`src/rtl/vga_timing_pkg.sv`:
```
// Shared raster constants for the 800x600@72Hz timing source: porch/sync lengths, coordinate width, sync polarity.
// The frame-tick feature in vga_timing_gen is enabled by defining TICK_GEN_EN.
package vga_timing_pkg;

  localparam int unsigned COORD_W   = 11;

  localparam int unsigned H_VISIBLE = 800;
  localparam int unsigned H_FRONT   = 56;
  localparam int unsigned H_SYNC    = 120;
  localparam int unsigned H_BACK    = 64;
  localparam int unsigned H_TOTAL   = H_VISIBLE + H_FRONT + H_SYNC + H_BACK;

  localparam int unsigned V_VISIBLE = 600;
  localparam int unsigned V_FRONT   = 37;
  localparam int unsigned V_SYNC    = 6;
  localparam int unsigned V_BACK    = 23;
  localparam int unsigned V_TOTAL   = V_VISIBLE + V_FRONT + V_SYNC + V_BACK;

  localparam int unsigned TICK_FRAMES_DEF = 8;

  // Sync pulses are active-high on this display path.
  localparam logic SYNC_POL = 1'b1;

  typedef logic [COORD_W-1:0] coord_t;

  localparam coord_t COORD_ZERO = coord_t'(0);
  localparam coord_t COORD_ONE  = coord_t'(1);

  function automatic logic inWindow(input coord_t pos, input coord_t lo, input coord_t hi);
    return (pos >= lo) && (pos < hi);
  endfunction

endpackage

```
`src/rtl/vga_axis_counter.sv`:
```
// One raster axis: position counter with terminal-count strobe and registered blank/sync decodes
// computed from the next count, so all outputs land on the same edge as the count itself.
module vga_axis_counter
  import vga_timing_pkg::*;
#(
  parameter int unsigned Visible = 800,
  parameter int unsigned Front   = 56,
  parameter int unsigned SyncLen = 120,
  parameter int unsigned Back    = 64
) (
  input  logic   clk,
  input  logic   reset,
  input  logic   advance,
  output coord_t count,
  output logic   wrap,
  output logic   blank,
  output logic   sync
);

  localparam int unsigned Total = Visible + Front + SyncLen + Back;
  localparam coord_t LastPos    = coord_t'(Total - 1);
  localparam coord_t VisEnd     = coord_t'(Visible);
  localparam coord_t SyncStart  = coord_t'(Visible + Front);
  localparam coord_t SyncEnd    = coord_t'(Visible + Front + SyncLen);

  coord_t nextCount;

  assign wrap = (count == LastPos);

  // Next position: hold, increment, or wrap to zero at the terminal count.
  always_comb begin
    nextCount = count;
    if (advance) begin
      if (wrap) begin
        nextCount = COORD_ZERO;
      end else begin
        nextCount = count + COORD_ONE;
      end
    end else begin
      nextCount = count;
    end
  end

  // Position and decode registers.
  always_ff @(posedge clk) begin
    if (reset) begin
      count <= COORD_ZERO;
      blank <= 1'b0;
      sync  <= ~SYNC_POL;
    end else begin
      count <= nextCount;
      blank <= (nextCount >= VisEnd);
      sync  <= inWindow(nextCount, SyncStart, SyncEnd) ? SYNC_POL : ~SYNC_POL;
    end
  end

endmodule

```
`src/rtl/vga_timing_gen.sv`:
```
// Raster timing source: 50 MHz pixel cadence from CLK_100MHz, H/V position, blanking, sync and strobes.
// Define TICK_GEN_EN to build the frame counter behind GameTick; otherwise GameTick stays 0.
module vga_timing_gen
  import vga_timing_pkg::*;
#(
  parameter int unsigned HVisible    = H_VISIBLE,
  parameter int unsigned HFront      = H_FRONT,
  parameter int unsigned HSyncLen    = H_SYNC,
  parameter int unsigned HBack       = H_BACK,
  parameter int unsigned VVisible    = V_VISIBLE,
  parameter int unsigned VFront      = V_FRONT,
  parameter int unsigned VSyncLen    = V_SYNC,
  parameter int unsigned VBack       = V_BACK,
  parameter int unsigned TICK_FRAMES = TICK_FRAMES_DEF
) (
  input  logic   CLK_100MHz,
  input  logic   Reset,
  output coord_t CurrentX,
  output coord_t CurrentY,
  output logic   HBlank,
  output logic   VBlank,
  output logic   HSync,
  output logic   VSync,
  output logic   PixelEn,
  output logic   FrameStart,
  output logic   GameTick
);

  logic phase;
  logic advance;
  logic hWrap;
  logic vWrap;
  logic vAdvance;

  assign advance  = phase;
  assign vAdvance = hWrap & advance;

  vga_axis_counter #(
    .Visible (HVisible),
    .Front   (HFront),
    .SyncLen (HSyncLen),
    .Back    (HBack)
  ) hAxis (
    .clk     (CLK_100MHz),
    .reset   (Reset),
    .advance (advance),
    .count   (CurrentX),
    .wrap    (hWrap),
    .blank   (HBlank),
    .sync    (HSync)
  );

  vga_axis_counter #(
    .Visible (VVisible),
    .Front   (VFront),
    .SyncLen (VSyncLen),
    .Back    (VBack)
  ) vAxis (
    .clk     (CLK_100MHz),
    .reset   (Reset),
    .advance (vAdvance),
    .count   (CurrentY),
    .wrap    (vWrap),
    .blank   (VBlank),
    .sync    (VSync)
  );

  // Pixel phase and the strobes that ride on the counter advance.
  always_ff @(posedge CLK_100MHz) begin
    if (Reset) begin
      phase      <= 1'b0;
      PixelEn    <= 1'b0;
      FrameStart <= 1'b0;
    end else begin
      phase      <= ~phase;
      PixelEn    <= phase;
      FrameStart <= vAdvance & vWrap;
    end
  end

`ifdef TICK_GEN_EN
  localparam coord_t TickLine  = coord_t'(VVisible - 1);
  localparam logic [7:0] TickLast = 8'(TICK_FRAMES - 1);

  logic [7:0] frameCnt;
  logic       tickEntry;

  // Raster is about to enter (0,VVisible), i.e. the first blanked line.
  assign tickEntry = vAdvance && (CurrentY == TickLine);

  // Frame counter; pulses GameTick on every TICK_FRAMES-th entry into vertical blank.
  always_ff @(posedge CLK_100MHz) begin
    if (Reset) begin
      frameCnt <= 8'd0;
      GameTick <= 1'b0;
    end else if (tickEntry) begin
      if (frameCnt == TickLast) begin
        frameCnt <= 8'd0;
        GameTick <= 1'b1;
      end else begin
        frameCnt <= frameCnt + 8'd1;
        GameTick <= 1'b0;
      end
    end else begin
      GameTick <= 1'b0;
    end
  end
`else
  logic unusedTickCfg;
  assign unusedTickCfg = |8'(TICK_FRAMES);

  // Tick feature absent: output held low.
  always_ff @(posedge CLK_100MHz) begin
    if (Reset) begin
      GameTick <= 1'b0;
    end else begin
      GameTick <= 1'b0;
    end
  end
`endif

endmodule

```
`config.mk`:
```
export PLATFORM = sky130hd
export DESIGN_NAME = vga_timing_gen
export DESIGN_NICKNAME = d
export VERILOG_FILES = /design/src/rtl/vga_timing_pkg.sv /design/src/rtl/vga_axis_counter.sv /design/src/rtl/vga_timing_gen.sv
export SDC_FILE = /design/constraint.sdc
export NUM_CORES = 1
export LEC_CHECK = 0
export CORE_MARGIN = 2
export CORE_UTILIZATION = 52
export DETAILED_ROUTE_END_ITERATION = 8
export PLACE_DENSITY = 0.89
export SETUP_SLACK_MARGIN = 0.5
export SLEW_MARGIN = 20
export SYNTH_ARGS = -nofsm -noshare
export SYNTH_HDL_FRONTEND = slang
export SYNTH_SLANG_ARGS = --single-unit
```
`constraint.sdc`:
```
create_clock -name CLK_100MHz -period 2.55 [get_ports CLK_100MHz]
set_input_delay 0.51 -clock CLK_100MHz [delete_from_list [all_inputs] [get_ports CLK_100MHz]]
set_output_delay 0.51 -clock CLK_100MHz [all_outputs]
set_load 0.005 [all_outputs]
```
* Word-level counts from Yosys, hierarchy flattened *
Cells that the tools add are included.

operators by class
  $add $sub $neg = 2
  multipliers = 0
  divide/modulo/power cells = 0
  order comparisons = 6
  equality and inequality tests = 2
  shifts and indexed selects = 0
  multiplexer cells = 6
  bitwise operators = 3
  reduce and logical (&&, ||, !) cells = 2

operator list
  operator                                                              number
  greater-or-equal comparator 11 x 10 -> 1 bit (second input constant)  4
  two-way mux 11 bit                                                    4
  adder 11 x 1 -> 11 bit (second input constant)                        2
  < comparator 11 x 10 -> 1 bit (second input constant)                 2
  == test 11 x 10 -> 1 bit (second input constant)                      1
  == test 11 bit (second input constant)                                1
  bitwise AND 1 bit                                                     2
  logical AND 1 bit                                                     2
  two-way mux 1 bit                                                     2
  inverter 1 bit                                                        1

storage, ports and cells
  register bits after elaboration = 29
  bits in latches = 0
  bits in writable memories = 0
  memory bits (read-only) = 0
  input port bits = 2
  word-level logic and storage cells = 30
  memories kept = 0

* Longest topological paths before layout *
Gate-level depths: netlist of run 1.

  word-level depth = 6
  gate-level depth with buffers = 9

* Hierarchy *
Synthesis of run 1 repeated with hierarchy kept, for this count alone.

unflattened totals
  cells, all modules = 218
  area, all modules = 1,876.8 um^2

modules (own cells, without submodules)
  module                     instances  cells each  area an instance (um^2)  sequential area each (um^2)
  vga_axis_counter at vAxis  1          111         932.1                    260.2
  vga_axis_counter at hAxis  1          98          843.3                    260.2
  vga_timing_gen             1          9           101.3                    60.1

* Worst setup path after synthesis of run 1 *
OpenSTA, ideal clock, no wires.

  kind = register -> register
  start point = reg hAxis.count[0]
  end point = reg vAxis.sync
  library setup time = 0.060 ns
  arrival time = 1.996 ns
  required time = 2.490 ns
  slack = 0.494 ns
  cell stages (with the launch flop) = 9
  cells stage by stage = dfxtp_1 ha_1 and4_1 buf_2 nand4_2 or3_4 a221oi_2 and4b_1 o2111a_1

between the ends
  longest elaborated chain between the ends = 6
  elaborated cells between the ends (all ways) = 7
  those cells by class = order compare (2); eq/ne (1); mux (2); bitwise (1); reduce/logical (1)

ends and longest elaborated chain
  element                                                                                               line                    text
  start, declared                                                                                       vga_axis_counter.sv:14  output coord_t count,
  start signal, assigned                                                                                vga_axis_counter.sv:51  count <= nextCount;
  == test 11 bit (*)                                                                                    vga_axis_counter.sv:28  assign wrap = (count == LastPos);
  bitwise AND 1 bit (*)                                                                                 vga_timing_gen.sv:36    assign vAdvance = hWrap & advance;
  two-way mux 11 bit (*)                                                                                vga_axis_counter.sv:33  if (advance) begin
  greater-or-equal comparator 11 x 10 -> 1 bit / < comparator 11 x 10 -> 1 bit (equally long branches)  vga_timing_pkg.sv:30    return (pos >= lo) && (pos < hi);
  logical AND 1 bit (*)                                                                                 vga_timing_pkg.sv:30
  two-way mux 1 bit (*)                                                                                 vga_axis_counter.sv:53  sync <= inWindow(nextCount, SyncStart, SyncEnd) ? SYNC_POL : ~SYNC_POL;
  end signal, assigned                                                                                  vga_axis_counter.sv:49  sync <= ~SYNC_POL;
  end signal, assigned                                                                                  vga_axis_counter.sv:53
  end, declared                                                                                         vga_axis_counter.sv:17  output logic sync

Every way passes the cells marked *; elsewhere a longest branch is shown, timed or not.
A chain may end at the register's enable or synchronous reset.

* Worst setup path after layout of run 1 *
Same ends and word-level chain as after synthesis.

==> impl_metrics.toml, run 1 <==
[status]
status = "completed"

[clock_tree]
cts_buffers = 5
cts_tree = "built"
cts-hold-fix-buffers = 0
clockBufferDepth = 2
cts_max_level = 2
root_buffer = "clkbuf_4"
cts.sinks = 29
clk_pin_slew_worst_paths_ns = 0.08
clk_latency_ns = 0.35

[power]
vdd_ir_drop_max_mv = 0.383
leakage_nw = 0.760
power_density_mw_per_mm2 = 349
total_power_uw = 785

[floorplanning]
start_util_pct = 54.9
dieWidth_um = 61.0
boundaryPins = 31
core_area_mm2 = 0.00308
die_h_um = 61.0
die_area_mm2 = 0.00372
rows = 20

[route]
routedWlPerCell_um = 15.3
vias_per_cell = 5.96
dr.pass1.iters = 6
vias = 1746
drtIter0Drc = 148
ant_nets = 0
wl_um = 4490
drc = 0

[timing]
setup_viol = 0
fin_crit_sh_pct = 79.3
skew_ns = 0.0176
hold_viol_final = 0
final.setup.worst_slack_ns = 0.528
fin_crit_ns = 2.02
rsz0062_at_grt = "true"
max_freq_mhz = 494
drv_slew = 0
fin_tns_setup_ns = 0

[worst_setup_path]
critical-path-slowest-cell = "or3_4"
cp.required_ns = 2.84
cpPeakStageDelay_ns = 0.41
crit_buf_inv = 0
cp_cell_sequence = "ha_4 > and4_4 > nand4_4 > or3_4 > a221oi_2 > and4b_1 > o2111a_1"
arrival_ns = 2.31
worstPathMaxFanout = 5
critPathKind = "flip-flop to flip-flop"
cp-start-kind = "flip-flop"
end_kind = "flip-flop"
cpLargestDelayFamily = "simple AND/OR/NAND/NOR gates"

[place]
post_dp_cell_area_mm2 = 0.00203
gp_congestion = 0.917
post-dp-hpwl_um = 2960
port_buffers = 29
pre_cts_ws_ns = 0.324
dp_cells = 278

[worst_hold_path]
hold_path.class = "flip-flop to flip-flop"

[synth]
syn_nets = 217
dominantRegCellSynth = "dfxtp_1"
synth_cell_type_count = 49
syn_inst = 212
ys_top_cells_by_count = "dfxtp_1, nor2_1, a21oi_1, nand2_1, o21ai_0"
syn_area_per_cell_um2 = 7.97
ys_ff_latch = 29
yosysMostFrequentCell = "dfxtp_1"
synth_top_area_share_pct = 34.4
yosys_warnings = 0
syn_area_mm2 = 0.00169
netlist.top_cell.by_area = "dfxtp_1"
synthTopCellsByArea = "dfxtp_1, a21oi_1, nor2_1"
ys_seq_area_share_pct = 34.4
async_reset_ff_share_pct = 0
synth_edf_count = 0

[global_route]
overflow = 0
grt_pass1_vias = 1494
antenna_found_initial = 0
grt_max_degree = 19
track_usage_pct = 24.8
grt_pass1_wl_um = 6790

[job]
maxCapViolations = 0

[cells_and_area]
multi_input_area_mm2 = 0.00109
diodes = 0
finalNetCount = 254
post-route-cell-area_mm2 = 0.00225
fillers = 257
drive_gt1_share_pct = 21.3
seq_area_um2 = 604
post_layout_nonfiller_instances = 293
area_growth_pct = 33.2
-- layer usage --
metal | track usage [%] | wire length [um]
met1 | 30.7 | 1820
met2 | 39.3 | 2230
met3 | 7.25 | 300
met4 | 12.4 | 137
met5 | 0 | 0
-- timing repair --
action,CTS,global route
pin swaps,1,6
buffers inserted,2,6
resized for setup,13,24
endpoints found under the setup margin,9,3
-- worst paths after layout --
| check | start | endpoint | slack (ns) | cells past startpoint |
|---|---|---|---|---|
| worst max-delay path | hAxis.count[0]$_SDFF_PP0_ | vAxis.sync$_SDFF_PP0_ | 0.53 | 7 |
| worst min-delay path | hAxis.count[10]$_SDFF_PP0_ | hAxis.sync$_SDFF_PP0_ | 0.48 | 1 |
| worst max register to register | hAxis.count[0]$_SDFF_PP0_ | vAxis.sync$_SDFF_PP0_ | 0.53 | 7 |
| worst min register to register | hAxis.count[10]$_SDFF_PP0_ | hAxis.sync$_SDFF_PP0_ | 0.48 | 1 |
-- cell families after synthesis --
kind of cell / share of synthesized area (%)
other: 0.222
multiplexers: 0.593
AND/OR/NAND/NOR: 32.7
AO/OA/AOI/OAI: 17.9
flip-flops: 34.4
XOR/XNOR: 5.70
buffers and inverters: 6.37
adder cells (fa/ha/maj): 2.22
-- through the flow --
stage | hold slack [ns] | util [%]
after floorplan | 0.481 | -
after global placement | 0.499 | 65.9
after detailed placement | 0.506 | 65.9
after CTS | 0.501 | 69.0
after global routing | 0.487 | 73.1
final | 0.479 | 73.1
-- flip-flops by register name, indices dropped and copies added (netlist names) --
| register | cells |
|---|---|
| hAxis.count | 11 |
| vAxis.count | 11 |
| FrameStart | 1 |
| PixelEn | 1 |
| advance | 1 |
| hAxis.blank | 1 |
| hAxis.sync | 1 |
| vAxis.blank | 1 |
| vAxis.sync | 1 |
-- where the power goes --
part / total, mW / internal, mW / switching [mW]
registers: 0.460 / 0.455 / 0.00527
logic: 0.0335 / 0.0175 / 0.0160
clock network: 0.292 / 0.130 / 0.162
-- layout make-up --
cell class                 instances  area share [%]
clock buffer                       7            2.45
inverter                           6            1.00
multi-input combinational        160            48.3
sequential                        29            26.9
tap                               44            2.45
timing repair buffer              47            18.9
-- cells in the final DEF (no fill, tap or decap), types with 5 or more instances in the layout --
master	count
clkdlybuf4s50_1	29
nor2_1	19
dfxtp_1	18
buf_4	18
nand2_1	17
a21oi_1	17
o21ai_0	10
nand3_1	9
nand4_1	8
dfxtp_2	7
inv_1	6
xnor2_1	6
and2_1	5
nor3_1	5
xor2_1	5
clkbuf_4	5
No activity file was read; power rests on OpenSTA's default activity.
==> run 2, diff against run 1 <==
Clock period 2.55 ns to 2.1 ns, I/O delays scaled along.
==> run 2 against run 1 <==
  * Worst hold slack got worse by 0.0054 ns
  * Final cell count increased by 12%
  * Power increased by 35%
  * Sequential power increased by 20%
  * Utilization increased by 13 points
  * Wire length increased by 52%
  * Fmax decreased by 7.1%
  * Critical path depth increased by 1
  * Count of clock-buffer cells in the layout increased by 1
  * Via count increased by 24%
  * Highest routed layer unchanged
  * The flow now finishes with violations (negative setup slack)
  * Register-to-register slack got worse by 0.60 ns
==> impl_metrics.toml, run 2 (synthesis results as in run 1) <==
[status]
status = "finished, violations left"
violations = "negative setup slack"

[route]
vias = 2163
dr.pass1.iters = 6
vias_per_cell = 6.59
drtIter0Drc = 238
wl_um = 6820
ant_nets = 0
drc = 0
routedWlPerCell_um = 20.8

[worst_setup_path]
critical-path-slowest-cell = "dfxtp_2"
critPathKind = "flip-flop to flip-flop"
worstPathMaxFanout = 5
cpPeakStageDelay_ns = 0.35
cpLargestDelayFamily = "simple AND/OR/NAND/NOR gates"
end_kind = "flip-flop"
cp-start-kind = "flip-flop"
cp.required_ns = 2.41
cp_cell_sequence = "nor4b_4 > buf_4 > buf_4 > nand4_1 > a32oi_1 > o311ai_0 > nor4_1 > o2111a_1"
arrival_ns = 2.48
crit_buf_inv = 2
cpMostUsedCell = "buf_4"

[cells_and_area]
utilization_pct = 86.1
final_common_cell = "buf_4"
finalNetCount = 288
diodes = 0
drive_gt1_share_pct = 41.5
final_cell_mix = "buf_4, nand2_1, a21oi_1, nor2_1, dlygate4sd2_1"
area_growth_pct = 56.9
top_regs = "hAxis.count: 11 flops, vAxis.count: 11 flops"

[clock_tree]
cts_tree = "built"
clk_latency_ns = 0.35
clockBufferDepth = 2
cts-hold-fix-buffers = 0
cts.sinks = 29
root_buffer = "clkbuf_4"
clk_pin_slew_worst_paths_ns = 0.12
cts_max_level = 2
cts_buffers = 5

[global_route]
grt_pass1_wl_um = 8840
grt_pass1_vias = 1839
antenna_found_initial = 0
grt_max_degree = 19
track_usage_pct = 32.3
overflow = 0

[power]
power_density_mw_per_mm2 = 401
vdd_ir_drop_max_mv = 0.459
leakage_nw = 1.17

[place]
pre_cts_ws_ns = 0.0876
port_buffers = 29
post-dp-hpwl_um = 3120
gp_congestion = 0.904

[timing]
fin_crit_sh_pct = 104
drv_slew = 0
skew_ns = 0.0317
final.setup.worst_slack_ns = -0.0760
fin_tns_setup_ns = -0.0760
fin_crit_ns = 2.18
setup_viol = 1
rsz0062_at_grt = "true"
whs_ns = 0.474
hold_viol_final = 0
max_freq_mhz = 460

[worst_hold_path]
hold_path.class = "flip-flop to flip-flop"

[floorplanning]
core_area_mm2 = 0.00308
boundaryPins = 31
dieWidth_um = 61.0
start_util_pct = 54.9
die_area_mm2 = 0.00372
rows = 20
die_h_um = 61.0

[job]
maxCapViolations = 0
run 2: cell types whose count changed in the layout (fill, tap and decap cells not counted), sizes merged:
cell and change:
clkbuf +2, dlygate4sd2 +16, dlymetal6s2s +5, buf +33, clkdlybuf4s50 -22, and3 +1
run 2: worst register-to-register path, stage by stage (launching register included):
cell      delay [ns]
dfxtp_2         0.35
nor4b_4         0.26
buf_4           0.20
buf_4           0.14
nand4_1         0.15
a32oi_1         0.27
o311ai_0        0.20
nor4_1          0.33
o2111a_1        0.25
run 2: worst paths after layout:
| kind | end | slack, ns | depth (start not counted) | from |
|---|---|---|---|---|
| min reg2reg | advance$_SDFF_PP0_ | 0.47 | 1 | advance$_SDFF_PP0_ |
| max | vAxis.sync$_SDFF_PP0_ | -0.08 | 8 | hAxis.count[8]$_SDFF_PP0_ |
| max reg2reg | vAxis.sync$_SDFF_PP0_ | -0.08 | 8 | hAxis.count[8]$_SDFF_PP0_ |
| min | advance$_SDFF_PP0_ | 0.47 | 1 | advance$_SDFF_PP0_ |
run 2: power by group:
group / total, mW / internal [mW] / switching, mW
clock: 0.448 / 0.236 / 0.212
sequential: 0.554 / 0.546 / 0.00757
combinational: 0.0594 / 0.0290 / 0.0304
total: 1.06 / 0.811 / 0.250
run 2: layout make-up:
| type | count | area, um2 |
|---|---|---|
| tap | 44 | 55.1 |
| inverter | 6 | 22.5 |
| clock buffer | 8 | 80.1 |
| timing repair buffer | 80 | 687 |
| multi-input combinational | 161 | 1170 |
| sequential | 29 | 634 |
| fill | 153 | 428 |
run 2: per-layer routing:
| layer | GRT usage [%] | up-vias | part of all wire [%] |
|---|---|---|---|
| met1 | 39.4 | 1005 | 38 |
| met3 | 7.04 | 61 | 9.3 |
| met5 | 0 | - | 0 |
| li1 | - | 898 | - |
| met2 | 52.4 | 199 | 46 |
| met4 | 18.9 | 0 | 6.6 |
run 2: through the flow:
step / power (mW) / instance area (um2) / cells
5_1_grt: 1.09 / 2650 / 328
3_3_place_gp: 0.612 / 2130 / 287
3_5_place_dp: 0.613 / 2130 / 287
4_1_cts: 1.05 / 2510 / 319
2_1_floorplan: 0.598 / 1750 / 212
6_report: 1.06 / 2650 / 328
run 2: repair_timing:
action,in CTS,in global routing
gates resized for setup,69,24
pin swaps,13,10
setup endpoints to repair,40,31
cloned,1,0
buffers inserted,23,9
